<file path="src/rtl/axi_cmd_pkg.sv">
// Shared constants for the AXI4 register-write command master.
package axi_cmd_pkg;

    // Sequencer state encoding
    typedef logic [2:0] fsm_state_t;
    localparam fsm_state_t ST_IDLE   = 3'd0;
    localparam fsm_state_t ST_ISSUE  = 3'd1;
    localparam fsm_state_t ST_WAIT_B = 3'd2;
    localparam fsm_state_t ST_REPORT = 3'd3;
    localparam fsm_state_t ST_FAULT  = 3'd4;

    // AXI encodings
    localparam logic [1:0] AXI_BURST_INCR  = 2'b01;
    localparam logic [1:0] AXI_RESP_OKAY   = 2'b00;
    localparam logic [1:0] AXI_RESP_SLVERR = 2'b10;

    // Timestamp-controller register map
    localparam logic [5:0] CMD_REG_ADDR    = 6'h00;
    localparam logic [5:0] OFFSET_REG_ADDR = 6'h10;

    // Saturating increment for the error counter
    function automatic logic [15:0] sat_inc16(input logic [15:0] v);
        return (v == 16'hFFFF) ? v : v + 16'd1;
    endfunction

endpackage

</file>
<file path="src/rtl/axi_cmd_fifo.sv">
// Small synchronous FIFO holding {addr, data} write commands.
module axi_cmd_fifo
#(
    parameter int unsigned WIDTH = 134,
    parameter int unsigned DEPTH = 4
) (
    input  logic             clk_i,
    input  logic             rst_ni,
    input  logic             push_i,
    input  logic [WIDTH-1:0] push_data_i,
    input  logic             pop_i,
    output logic [WIDTH-1:0] pop_data_o,
    output logic             full_o,
    output logic             empty_o
);

    localparam int unsigned PW = $clog2(DEPTH);

    logic [WIDTH-1:0] mem_q [DEPTH];
    logic [PW:0]      wr_ptr_q, wr_ptr_d;
    logic [PW:0]      rd_ptr_q, rd_ptr_d;
    logic             do_push, do_pop;

    // Pointers carry one wrap bit so full and empty are distinguishable
    assign empty_o    = (wr_ptr_q == rd_ptr_q);
    assign full_o     = (wr_ptr_q[PW] != rd_ptr_q[PW]) &&
                        (wr_ptr_q[PW-1:0] == rd_ptr_q[PW-1:0]);
    assign do_push    = push_i && !full_o;
    assign do_pop     = pop_i && !empty_o;
    assign pop_data_o = mem_q[rd_ptr_q[PW-1:0]];

    // Advance pointers on accepted push/pop
    always_comb begin
        wr_ptr_d = do_push ? wr_ptr_q + 1'b1 : wr_ptr_q;
        rd_ptr_d = do_pop  ? rd_ptr_q + 1'b1 : rd_ptr_q;
    end

    // Pointer registers, cleared asynchronously
    always_ff @(posedge clk_i or negedge rst_ni) begin
        if (!rst_ni) begin
            wr_ptr_q <= '0;
            rd_ptr_q <= '0;
        end else begin
            wr_ptr_q <= wr_ptr_d;
            rd_ptr_q <= rd_ptr_d;
        end
    end

    // Storage array, written at the tail
    always_ff @(posedge clk_i) begin
        if (do_push) mem_q[wr_ptr_q[PW-1:0]] <= push_data_i;
    end

endmodule

</file>
<file path="src/rtl/axi_cmd_master.sv">
// Turns queued register-write commands into single-beat AXI4 write bursts,
// one outstanding transaction at a time, and reports each write response.
module axi_cmd_master
    import axi_cmd_pkg::*;
#(
    parameter int unsigned AXI_ADDR_WIDTH   = 6,
    parameter int unsigned AXI_DATA_WIDTH   = 128,
    parameter int unsigned AXI_STROBE_WIDTH = AXI_DATA_WIDTH >> 3,
    parameter int unsigned AXI_STROBE_LEN   = 4,
    parameter int unsigned FIFO_DEPTH       = 4,
    parameter int unsigned TIMEOUT_CYCLES   = 1024,
    parameter logic [15:0] AXI_ID           = 16'h0
) (
    input  logic                        m_axi_aclk,
    input  logic                        m_axi_aresetn,
    input  logic                        cmd_valid,
    output logic                        cmd_ready,
    input  logic [AXI_ADDR_WIDTH-1:0]   cmd_addr,
    input  logic [AXI_DATA_WIDTH-1:0]   cmd_data,
    output logic                        resp_valid,
    output logic [1:0]                  resp_bresp,
    output logic                        resp_timeout,
    output logic                        busy,
    output logic [15:0]                 err_count,
    output logic [AXI_ADDR_WIDTH-1:0]   m_axi_awaddr,
    output logic [15:0]                 m_axi_awid,
    output logic [15:0]                 m_axi_awuser,
    output logic [1:0]                  m_axi_awburst,
    output logic [2:0]                  m_axi_awsize,
    output logic [7:0]                  m_axi_awlen,
    output logic                        m_axi_awvalid,
    input  logic                        m_axi_awready,
    output logic [AXI_DATA_WIDTH-1:0]   m_axi_wdata,
    output logic [AXI_STROBE_WIDTH-1:0] m_axi_wstrb,
    output logic                        m_axi_wvalid,
    output logic                        m_axi_wlast,
    input  logic                        m_axi_wready,
    input  logic                        m_axi_bvalid,
    input  logic [1:0]                  m_axi_bresp,
    input  logic [15:0]                 m_axi_bid,
    output logic                        m_axi_bready
);

    localparam int unsigned CNT_W = $clog2(TIMEOUT_CYCLES + 1);
    localparam logic [CNT_W-1:0] CNT_LAST = CNT_W'(TIMEOUT_CYCLES - 1);

    fsm_state_t                state_q, state_d;
    logic                      awvalid_q, awvalid_d, wvalid_q, wvalid_d;
    logic [AXI_ADDR_WIDTH-1:0] awaddr_q, awaddr_d;
    logic [AXI_DATA_WIDTH-1:0] wdata_q, wdata_d;
    logic [CNT_W-1:0]          tmo_cnt_q, tmo_cnt_d;
    logic                      resp_valid_q, resp_valid_d;
    logic [1:0]                resp_bresp_q, resp_bresp_d;
    logic                      resp_timeout_q, resp_timeout_d;
    logic [15:0]               err_count_q, err_count_d;

    logic                      fifo_full, fifo_empty, fifo_pop, fifo_push;
    logic [AXI_ADDR_WIDTH-1:0] fifo_addr;
    logic [AXI_DATA_WIDTH-1:0] fifo_data;
    logic                      aw_hs, w_hs, b_hs;

    assign cmd_ready = !fifo_full && (state_q != ST_FAULT);
    assign fifo_push = cmd_valid && cmd_ready;

    axi_cmd_fifo #(
        .WIDTH (AXI_ADDR_WIDTH + AXI_DATA_WIDTH),
        .DEPTH (FIFO_DEPTH)
    ) u_fifo (
        .clk_i       (m_axi_aclk),
        .rst_ni      (m_axi_aresetn),
        .push_i      (fifo_push),
        .push_data_i ({cmd_addr, cmd_data}),
        .pop_i       (fifo_pop),
        .pop_data_o  ({fifo_addr, fifo_data}),
        .full_o      (fifo_full),
        .empty_o     (fifo_empty)
    );

    assign aw_hs = awvalid_q && m_axi_awready;
    assign w_hs  = wvalid_q && m_axi_wready;
    assign b_hs  = m_axi_bvalid && m_axi_bready;

    // Fixed burst fields are gated by their valid so every output idles at 0
    assign m_axi_awid    = AXI_ID;
    assign m_axi_awuser  = '0;
    assign m_axi_awlen   = '0;
    assign m_axi_awburst = awvalid_q ? AXI_BURST_INCR : '0;
    assign m_axi_awsize  = awvalid_q ? 3'(AXI_STROBE_LEN) : '0;
    assign m_axi_awvalid = awvalid_q;
    assign m_axi_awaddr  = awaddr_q;
    assign m_axi_wdata   = wdata_q;
    assign m_axi_wstrb   = wvalid_q ? '1 : '0;
    assign m_axi_wvalid  = wvalid_q;
    assign m_axi_wlast   = wvalid_q;
    assign m_axi_bready  = (state_q == ST_WAIT_B) || (state_q == ST_FAULT);

    assign resp_valid    = resp_valid_q;
    assign resp_bresp    = resp_bresp_q;
    assign resp_timeout  = resp_timeout_q;
    assign err_count     = err_count_q;
    assign busy          = !fifo_empty || (state_q != ST_IDLE);

    // Sequencer next state, channel valids, timeout and completion reporting
    always_comb begin
        state_d        = state_q;
        awvalid_d      = awvalid_q && !aw_hs;
        wvalid_d       = wvalid_q && !w_hs;
        awaddr_d       = awaddr_q;
        wdata_d        = wdata_q;
        tmo_cnt_d      = tmo_cnt_q;
        resp_valid_d   = 1'b0;
        resp_bresp_d   = resp_bresp_q;
        resp_timeout_d = resp_timeout_q;
        fifo_pop       = 1'b0;
        err_count_d    = err_count_q;
        if (resp_valid_q && (resp_bresp_q != AXI_RESP_OKAY)) begin
            err_count_d = sat_inc16(err_count_q);
        end
        case (state_q)
            ST_IDLE: begin
                if (!fifo_empty) begin
                    fifo_pop  = 1'b1;
                    awaddr_d  = fifo_addr;
                    wdata_d   = fifo_data;
                    awvalid_d = 1'b1;
                    wvalid_d  = 1'b1;
                    tmo_cnt_d = '0;
                    state_d   = ST_ISSUE;
                end
            end
            ST_ISSUE: begin
                tmo_cnt_d = tmo_cnt_q + 1'b1;
                if (tmo_cnt_q == CNT_LAST) begin
                    state_d        = ST_FAULT;
                    resp_valid_d   = 1'b1;
                    resp_bresp_d   = AXI_RESP_SLVERR;
                    resp_timeout_d = 1'b1;
                end else if (!awvalid_d && !wvalid_d) begin
                    state_d = ST_WAIT_B;
                end
            end
            ST_WAIT_B: begin
                tmo_cnt_d = tmo_cnt_q + 1'b1;
                // A B beat arriving on the timeout cycle still counts as a completion
                if (b_hs) begin
                    state_d        = ST_REPORT;
                    resp_valid_d   = 1'b1;
                    resp_bresp_d   = (m_axi_bid != AXI_ID) ? AXI_RESP_SLVERR : m_axi_bresp;
                    resp_timeout_d = 1'b0;
                end else if (tmo_cnt_q == CNT_LAST) begin
                    state_d        = ST_FAULT;
                    resp_valid_d   = 1'b1;
                    resp_bresp_d   = AXI_RESP_SLVERR;
                    resp_timeout_d = 1'b1;
                end
            end
            ST_REPORT: state_d = ST_IDLE;
            ST_FAULT:  state_d = ST_FAULT;
            default:   state_d = ST_IDLE;
        endcase
    end

    // Sequencer and output registers, cleared asynchronously
    always_ff @(posedge m_axi_aclk or negedge m_axi_aresetn) begin
        if (!m_axi_aresetn) begin
            state_q        <= ST_IDLE;
            awvalid_q      <= 1'b0;
            wvalid_q       <= 1'b0;
            awaddr_q       <= '0;
            wdata_q        <= '0;
            tmo_cnt_q      <= '0;
            resp_valid_q   <= 1'b0;
            resp_bresp_q   <= '0;
            resp_timeout_q <= 1'b0;
            err_count_q    <= '0;
        end else begin
            state_q        <= state_d;
            awvalid_q      <= awvalid_d;
            wvalid_q       <= wvalid_d;
            awaddr_q       <= awaddr_d;
            wdata_q        <= wdata_d;
            tmo_cnt_q      <= tmo_cnt_d;
            resp_valid_q   <= resp_valid_d;
            resp_bresp_q   <= resp_bresp_d;
            resp_timeout_q <= resp_timeout_d;
            err_count_q    <= err_count_d;
        end
    end

endmodule

</file>
<file path="config.mk">
export PLATFORM = sky130hd
export DESIGN_NAME = axi_cmd_master
export DESIGN_NICKNAME = d
export VERILOG_FILES = /design/src/rtl/axi_cmd_pkg.sv /design/src/rtl/axi_cmd_fifo.sv /design/src/rtl/axi_cmd_master.sv
export SDC_FILE = /design/constraint.sdc
export NUM_CORES = 1
export LEC_CHECK = 0
export ABC_CLOCK_PERIOD_IN_PS = 16050
export CELL_PAD_IN_SITES_DETAIL_PLACEMENT = 1
export CELL_PAD_IN_SITES_GLOBAL_PLACEMENT = 2
export CORE_MARGIN = 8
export CORE_UTILIZATION = 35
export CTS_CLUSTER_SIZE = 30
export DETAILED_ROUTE_END_ITERATION = 7
export PLACE_DENSITY_LB_ADDON = 0.1
export SLEW_MARGIN = 40
export SYNTH_ARGS = -nofsm -noshare
export SYNTH_HDL_FRONTEND = slang
export SYNTH_HIERARCHICAL = 1
export SYNTH_SLANG_ARGS = --single-unit
</file>
<file path="constraint.sdc">
create_clock -name m_axi_aclk -period 16.05 [get_ports m_axi_aclk]
set_clock_uncertainty 0.2 [all_clocks]
set_input_delay 3.21 -clock m_axi_aclk [delete_from_list [all_inputs] [get_ports m_axi_aclk]]
set_output_delay 3.21 -clock m_axi_aclk [all_outputs]
set_load 0.03 [all_outputs]
</file>
Word level (Yosys, flattened, before mapping)
Memories as Yosys holds them, arrays and structs flattened. A register that Yosys moved wholly into a read port is not among the register bits.
Index checks and enable logic that the tools add are counted.
{"block": "word_totals", "inputBits": 158, "mem_count": 1, "ramBits": 536, "ff_bits": 42, "elab_cells": 90, "output_inout_bits": 221}
{"block": "classes", "reduce_logical": 32, "n_bitwise": 2, "add_sub_neg": 4, "eq_ne": 12, "mux": 29}
{"memory": "u_fifo.mem_q", "depth": 4, "word_bits": 134, "read_ports": 1, "rd_clocked_by_memory_dff": 1, "wr": 1, "line": "axi_cmd_fifo.sv:19", "text": "logic [WIDTH-1:0] mem_q [DEPTH];"}
{"cell": "$pmux 11 s2", "n": 1}
{"cell": "$mux 3", "n": 6}
{"cell": "$add 16x1->16 const B", "n": 1}
{"cell": "$eq 16x16->1 const B", "n": 1}
{"cell": "$mux 16", "n": 1}
{"cell": "$reduce_bool 16->1", "n": 1}
{"cell": "$mux 1", "n": 13}
{"cell": "$logic_and 1x1->1", "n": 12}
{"cell": "$pmux 3 s4", "n": 1}
{"cell": "$add 11x1->11 const B", "n": 1}
{"cell": "$eq 11x10->1 const B", "n": 1}
{"cell": "$mux 11", "n": 1}
{"cell": "$logic_not 1->1", "n": 7}
{"cell": "$add 3x1->3 const B", "n": 2}
{"cell": "$mux 2", "n": 3}
{"cell": "$ne 3x3->1 const B", "n": 2}
{"cell": "$reduce_and 2->1", "n": 3}
{"cell": "$reduce_bool 2->1", "n": 3}
{"cell": "$pmux 1 s2", "n": 2}
{"cell": "$pmux 2 s2", "n": 1}
{"cell": "$eq 3x1->1 const B", "n": 1}
{"cell": "$eq 3x2->1 const B", "n": 1}
{"cell": "$eq 3x3->1", "n": 1}
{"cell": "$eq 3x3->1 const B", "n": 1}
{"cell": "10 further kinds", "n": 12}

Longest topological paths before layout
Gate-level depths: netlist of run 1.
{"block": "depth", "ltp_word": 8, "mapped_depth": 9, "ltp_nobuf": 8}

Hierarchy
Netlist of run 1, hierarchy kept.
{"mod": "axi_cmd_fifo", "area_each_um2": 19777.7, "n_inst": 1, "cells_per_inst": 748, "seq_area_each_um2": 16245.6}
{"mod": "axi_cmd_master", "area_each_um2": 7409.6, "n_inst": 1, "cells_per_inst": 827, "seq_area_each_um2": 4254.1}

Worst setup path before layout of run 1
No wires, ideal clock.
{"block": "synth_path", "path_kind": "input to register", "start": "in cmd_valid", "end": "mem u_fifo.mem_q[3][0] (enable)", "required_time_ns": 15.296, "setup_slack_ns": 7.784, "arrival_ns": 7.512, "path_stages": 3, "cell_sequence": "and2_1 -> nand2_1 -> a31oi_2"}
{"block": "synth_between", "elab_chain_len": 4}
{"item": "from (decl)", "line": "axi_cmd_master.sv:16", "text": "input logic cmd_valid,"}
{"item": "$logic_and 1x1->1", "line": "axi_cmd_master.sv:63", "text": "assign fifo_push = cmd_valid && cmd_ready;"}
{"item": "$logic_and 1x1->1", "line": "axi_cmd_fifo.sv:28", "text": "assign do_push = push_i && !full_o;"}
{"item": "$mux 1", "line": "axi_cmd_fifo.sv:51", "text": "if (do_push) mem_q[wr_ptr_q[PW-1:0]] <= push_data_i;"}
{"item": "$mux 1 (implied by the code)", "line": "axi_cmd_fifo.sv:51"}
{"item": "to (decl)", "line": "axi_cmd_fifo.sv:19"}
No other way between the ends.

Final worst setup path of run 1
{"block": "layout_path", "start": "reg u_fifo.rd_ptr_q[0]", "end": "out cmd_ready"}
{"block": "layout_between", "elab_chain_len": 4}
{"item": "from (decl)", "line": "axi_cmd_fifo.sv:21", "text": "logic [PW:0] rd_ptr_q, rd_ptr_d;"}
{"item": "from (signal assigned)", "line": "axi_cmd_fifo.sv:45", "text": "rd_ptr_q <= rd_ptr_d;"}
{"item": "$eq 2x2->1", "line": "axi_cmd_fifo.sv:27", "text": "(wr_ptr_q[PW-1:0] == rd_ptr_q[PW-1:0]);"}
{"item": "$logic_and 1x1->1", "line": "axi_cmd_fifo.sv:26", "text": "assign full_o = (wr_ptr_q[PW] != rd_ptr_q[PW]) &&"}
{"item": "via fifo_full", "line": "axi_cmd_master.sv:57", "text": "logic fifo_full, fifo_empty, fifo_pop, fifo_push;"}
{"item": "$logic_not 1->1", "line": "axi_cmd_master.sv:62", "text": "assign cmd_ready = !fifo_full && (state_q != ST_FAULT);"}
{"item": "$logic_and 1x1->1", "line": "axi_cmd_master.sv:62"}
{"item": "to (decl)", "line": "axi_cmd_master.sv:17", "text": "output logic cmd_ready,"}
The timed path passes the listed nets, and every way through them passes these cells.

==> results.toml, run 1 <==
[detailed_routing]
drt_iter0_markers = 639
drt-total-wl_um = 68200
routedWlPerCell_um = 22.43
drc_errors = 0
firstDrtPassIters = 4
num_vias = 14433
antenna_left = 0
vias_per_cell = 4.746

[logic_synthesis]
synth_commonest_cells = "536 x edfxtp_1, 422 x nand2_1, 176 x dfrtp_1"
synthSimpleGateAreaFrac_pct = 7.929
synthArstFlopShare_pct = 24.72
synthCells = 1575
postSynthAreaPerCell_um2 = 17.26
synth_top_area_cell = "edfxtp_1"
synth-seq-cells = 712
synth_compound_area_share_pct = 1.082
ys.flop_type = "edfxtp_1"
yosysSeqAreaShare_pct = 75.40
synthTopCellsByArea = "edfxtp_1 59%, dfrtp_1 16%, mux4_2 11%"
synth_top_family_by_area = "multiplexers"
synth_area_um2 = 27190
ys_types = 57
yosys.cell_count.top_type = "edfxtp_1"
ys_warn_count = 6
synthXorXnorAreaFrac_pct = 0.9526
synth.top_cell.area_share_pct = 59.20
synth.area.mux_share_pct = 11.20
synth-edff-count = 536
synth_fa_ha_area_share_pct = 0.3222

[grt]
grt_use_total_pct = 15.63
grt_pass1_vias = 16135
grt_antenna_before_repair = 14
grt_pass1_wl_um = 103000
grt_remaining_overflow = 0
grt_max_degree = 76

[cells_and_area]
fillers = 7503
final_nets = 2095
final_cell_count_no_fill = 3041
drive_above_1_share_pct = 14.74
areaGrowthSynthToFinish_pct = 25.77

[clock_network]
post_cts_buffers = 0
cts_tree = "built"
cts_buffers = 79
cts_hold_buf = 0
htree_levels = 3
clk_path_buf_depth = 3
clockRootBuffer = "clkbuf_16"
clock_latency_ns = 0.60
cts_sinks = 712
clkTransAtPathRegs_ns = 0.06
cts_resized = 0

[critical_path]
reg2reg_from = "u_fifo/rd_ptr_q[0]"
crit_path_start_kind = "register"
worstSetupPathType = "register to output port"
ff2ff_path_depth = 11
path_cells = "buf_6 > xnor2_2 > nand3_1 > inv_1 > nor2_1 > clkdlybuf4s50_1"
worstReg2RegEnd = "u_fifo/mem_q[3][78]"
cp_slowest_cell = "dfrtp_4"
crit_required_ns = 12.64
cp_top_family = "buffers and inverters"
path_buf_inv = 3
cp_max_fo = 42
endpoint_kind = "output port"
cp.arrival_ns = 3.55
cp_slowest_stage_delay_ns = 0.84
r2r_slack_ns = 10.89

[power]
p_leak_nw = 12.48
power_density_nw_per_um2 = 206.9
vdd_drop_max_mv = 0.1174

[die]
ios = 379
die_area_um2 = 86850
dieHeight_um = 294.7
die_x_um = 294.7
initial_core_util_pct = 35.21
core_um2 = 77210
std_cell_rows = 102

[outcome]
status = "finished clean"

[placement]
hpwl_um = 42890
port_buffers = 335
dp_cells = 2888
gp_congestion = 0.7194

[sta]
fmax_mhz = 143.7
rsz0062_at_grt = "false"
finalMaxSlewViolations = 0
timing.final.crit_share_pct = 43.35
final-setup-viol-count = 0
tightest_slew_ns = 0.7549
period_needed_ns = 6.958
slew_headroom_pct = 49.67
setup_tns_ns = 0
hold_viol_final = 0

[hold_path]
worstHoldPathCells = 2
hp-start = "m_axi_wdata[68]"
min_to = "m_axi_wdata[68]"
hp-class = "register to register"

[flow_run]
maxCapViolCount = 0
worst max path at each step:
stage | end | start | slack [ns] | depth (start not counted)
final | cmd_ready | u_fifo/rd_ptr_q[0] | 9.09 | 6
after floorplan | u_fifo/mem_q[3][0] | cmd_valid | 7.78 | 3
after global routing | cmd_ready | u_fifo/rd_ptr_q[0] | 8.74 | 6
after CTS | cmd_ready | u_fifo/rd_ptr_q[0] | 8.94 | 6
after detailed placement | u_fifo/mem_q[3][75] | cmd_valid | 9.33 | 6
after global placement | u_fifo/mem_q[3][81] | cmd_valid | 8.73 | 6
registers in the layout, indices dropped and copies added (netlist names):
name,cells
err_count,16
m_axi_awaddr,6
m_axi_awvalid,1
m_axi_wdata,128
m_axi_wlast,1
resp_bresp,2
resp_timeout,1
resp_valid,1
state_q,3
tmo_cnt_q,11
u_fifo/mem_q,536
u_fifo/rd_ptr_q,3
u_fifo/wr_ptr_q,3
power by group:
group | internal, mW | total [mW] | switching, mW | leakage, nW
registers | 2.54 | 2.79 | 0.246 | 7.10
clock network | 1.11 | 1.83 | 0.721 | 1.29
logic | 0.960 | 2.46 | 1.50 | 4.10
total | 4.61 | 7.07 | 2.46 | 12.5
cell usage in the layout (no fill, tap or decap), types with 13 or more instances in the layout:
master and n:
conb_1 43, dfrtp_1 174, nor2_1 13, nand2_1 422, clkdlybuf4s50_1 334, mux4_2 134, edfxtp_1 536, xor2_1 14
clkbuf_1 17, clkinv_1 15, clkbuf_16 81
area by class of cell:
cell class	instances	area, µm²	area share (%)
flip-flops and latches	712	20510	59.98
multi-input cells	767	6033	17.64
repair buffers	359	3660	10.70
clock buffers	106	2201	6.437
well taps	1040	1301	3.806
clock inverters	39	426.7	1.248
inverters	11	46.29	0.1354
diodes	7	17.52	0.05123
cell families (layout without fill, tap and decap cells):
kind of cell,count (synthesis),in the layout
flip-flops,712,712
AND/OR/NAND/NOR,512,512
buffers and inverters,138,515
multiplexers,136,136
AO/OA/AOI/OAI,42,42
XOR/XNOR,27,27
adder cells (fa/ha/maj),7,7
other,1,50
per-stage QoR:
| step | hold WS (ns) | power (mW) | area [µm²] | setup WS [ns] | utilization, % |
|---|---|---|---|---|---|
| 6_report | 0.2698 | 7.073 | 34190 | 9.092 | 44.28 |
| 5_1_grt | 0.2977 | 7.490 | 34180 | 8.741 | 44.26 |
| 4_1_cts | 0.2755 | 7.247 | 34140 | 8.937 | 44.22 |
| 3_5_place_dp | 0.2609 | 5.377 | 31520 | 9.333 | 40.82 |
| 3_3_place_gp | 0.2565 | 5.319 | 31390 | 8.730 | 40.65 |
| 2_1_floorplan | 0.2846 | 4.417 | 27350 | 7.784 | - |
routing by layer:
metal / vias up / share of wire, % / global-route usage [%]
met5: - / 0.15 / 0
met2: 314 / 51 / 27.43
li1: 6470 / - / -
met3: 90 / 6.1 / 4.427
met4: 14 / 1.5 / 3.651
met1: 7545 / 41 / 19.02
tightest hold or removal path: stages (launching register included):
cell and delay [ns]:
dfrtp_1 0.34, nand2_1 0.05, nand2_1 0.05
Note: power is estimated with default switching activity, not from simulation.
==> run 2, diff against run 1 <==
- ABC_CLOCK_PERIOD_IN_PS: 16050 -> 7200
- clock period: 16.05 -> 7.2 ns (I/O delays scaled with it)
==> results.toml, run 2 (same netlist as run 1, synthesis figures left out) <==
[clock_network]
clock_latency_ns = 0.61
cts_tree = "built"
cts_sinks = 712
clk_path_buf_depth = 3
cts_hold_buf = 0
cts_buffers = 79
cts_resized = 0
clkTransAtPathRegs_ns = 0.06
htree_levels = 3
post_cts_buffers = 0
clockRootBuffer = "clkbuf_16"

[cells_and_area]
areaGrowthSynthToFinish_pct = 25.57
fin_util_pct = 44.22
drive_above_1_share_pct = 14.30
final_cell_count_no_fill = 3037
largest_register_ffs = 536
final_nets = 2093
final_cell_mix = "536 x edfxtp_1, 422 x nand2_1, 334 x clkdlybuf4s50_1, 174 x dfrtp_1, 134 x mux4_2"
layout_commonest_cell = "edfxtp_1"

[critical_path]
cp_slowest_cell = "dfrtp_4"
path_cells = "xor2_2 > nor3_1 > nand2_1 > clkdlybuf4s50_1"
cp_slowest_stage_delay_ns = 0.89
crit_required_ns = 5.56
cp_top_family = "simple AND/OR/NAND/NOR gates"
crit_path_start_kind = "register"
cp_max_fo = 30
endpoint_kind = "output port"
worstSetupPathType = "register to output port"
path_buf_inv = 1
cp.arrival_ns = 3.29

[sta]
setup_tns_ns = 0
finalMaxSlewViolations = 0
hold_viol_final = 0
fmax_mhz = 202.8
rsz0062_at_grt = "false"
tightest_slew_ns = 0.8036
timing.final.crit_share_pct = 68.48
fin_ws_ns = 2.269
slew_headroom_pct = 46.01
period_needed_ns = 4.931
final-setup-viol-count = 0

[power]
clockPowerShare_pct = 25.5
switching_share_pct = 35.20
internal_power_mw = 10.19
total_power_mw = 15.72
power.switching_mw = 5.535
vdd_drop_max_mv = 0.3038
p_comb_share_pct = 34.5
power_density_nw_per_um2 = 460.6
p_leak_nw = 12.44
pwr-share-seq_pct = 40.0

[flow_run]
maxCapViolCount = 0

[die]
initial_core_util_pct = 35.21
die_x_um = 294.7
ios = 379
dieHeight_um = 294.7
std_cell_rows = 102
core_um2 = 77210
die_area_um2 = 86850

[detailed_routing]
vias_per_cell = 4.785
routedWlPerCell_um = 22.54
drt-total-wl_um = 68450
num_vias = 14531
firstDrtPassIters = 4
drc_errors = 0
antenna_left = 0
drt_iter0_markers = 667

[placement]
gp_congestion = 0.7095
post-place-ws_ns = 2.903
port_buffers = 335
hpwl_um = 41290
dp_cells = 2887

[grt]
grt_antenna_before_repair = 8
grt_pass1_wl_um = 103600
grt_max_degree = 100
grt_pass1_vias = 16234
grt_use_total_pct = 15.71
grt_remaining_overflow = 0

[outcome]
status = "finished clean"

[hold_path]
hp-class = "register to register"
## run 2: cell count changes in the layout (fill, tap and decap cells not counted), sizes merged
cell      previous run  this run
buf                 24        22
diode                7         4
clkinv              26        17
clkinvlp             1         0
bufinv               9         7
inv                 14        15
clkbuf             107       119
## run 2: power groups by stage
stage | Combinational [mW] | Clock (mW) | Sequential, mW
after floorplan | 2.90 | 0 | 6.94
final | 5.43 | 4.01 | 6.29
after global placement | 5.50 | 0 | 6.36
after CTS | 5.61 | 4.14 | 6.33
after detailed placement | 5.59 | 0 | 6.39
after global routing | 5.94 | 4.28 | 6.43
## run 2: final cells by class
cell class                 count  area [µm²]
fill                        7485       43070
sequential                   712       20510
multi-input combinational    767        6033
timing repair buffer         357        3656
clock buffer                 118        2205
tap                         1040        1301
clock inverter                28       379.1
inverter                      11       48.80
antenna                        4       10.01
## run 2: worst paths after layout
check,start,endpoint,slack [ns],cells after the start
max,u_fifo/rd_ptr_q[0],busy,2.27,4
min,m_axi_wdata[1],m_axi_wdata[1],0.27,2
max reg2reg,u_fifo/rd_ptr_q[1],u_fifo/mem_q[1][20],3.26,7
min reg2reg,m_axi_wdata[1],m_axi_wdata[1],0.27,2
max in group asynchronous,m_axi_aresetn,u_fifo/rd_ptr_q[1],5.27,2
min in group asynchronous,m_axi_aresetn,m_axi_wdata[73],0.55,1
## run 2: tightest hold or removal path, cell delays in order (launching register included)
cell	delay (ns)
dfrtp_1	0.34
nand2_1	0.05
nand2_1	0.05
## run 2: per-layer routing
layer / share of wire [%] / track usage (%) / vias to the layer above / wire length, µm
met1: 41 / 19.10 / 7620 / 28060
met5: 0.080 / 0 / - / 55
met3: 5.7 / 3.885 / 99 / 3935
met4: 2.0 / 4.237 / 8 / 1374
li1: - / - / 6471 / -
met2: 51 / 27.73 / 333 / 35020
## run 2: through the flow
stage / cell area, µm² / hold slack [ns]
after global routing: 34130 / 0.2960
after CTS: 34130 / 0.2754
after floorplan: 27350 / 0.2846
after detailed placement: 31540 / 0.2614
after global placement: 31450 / 0.2578
final: 34140 / 0.2709
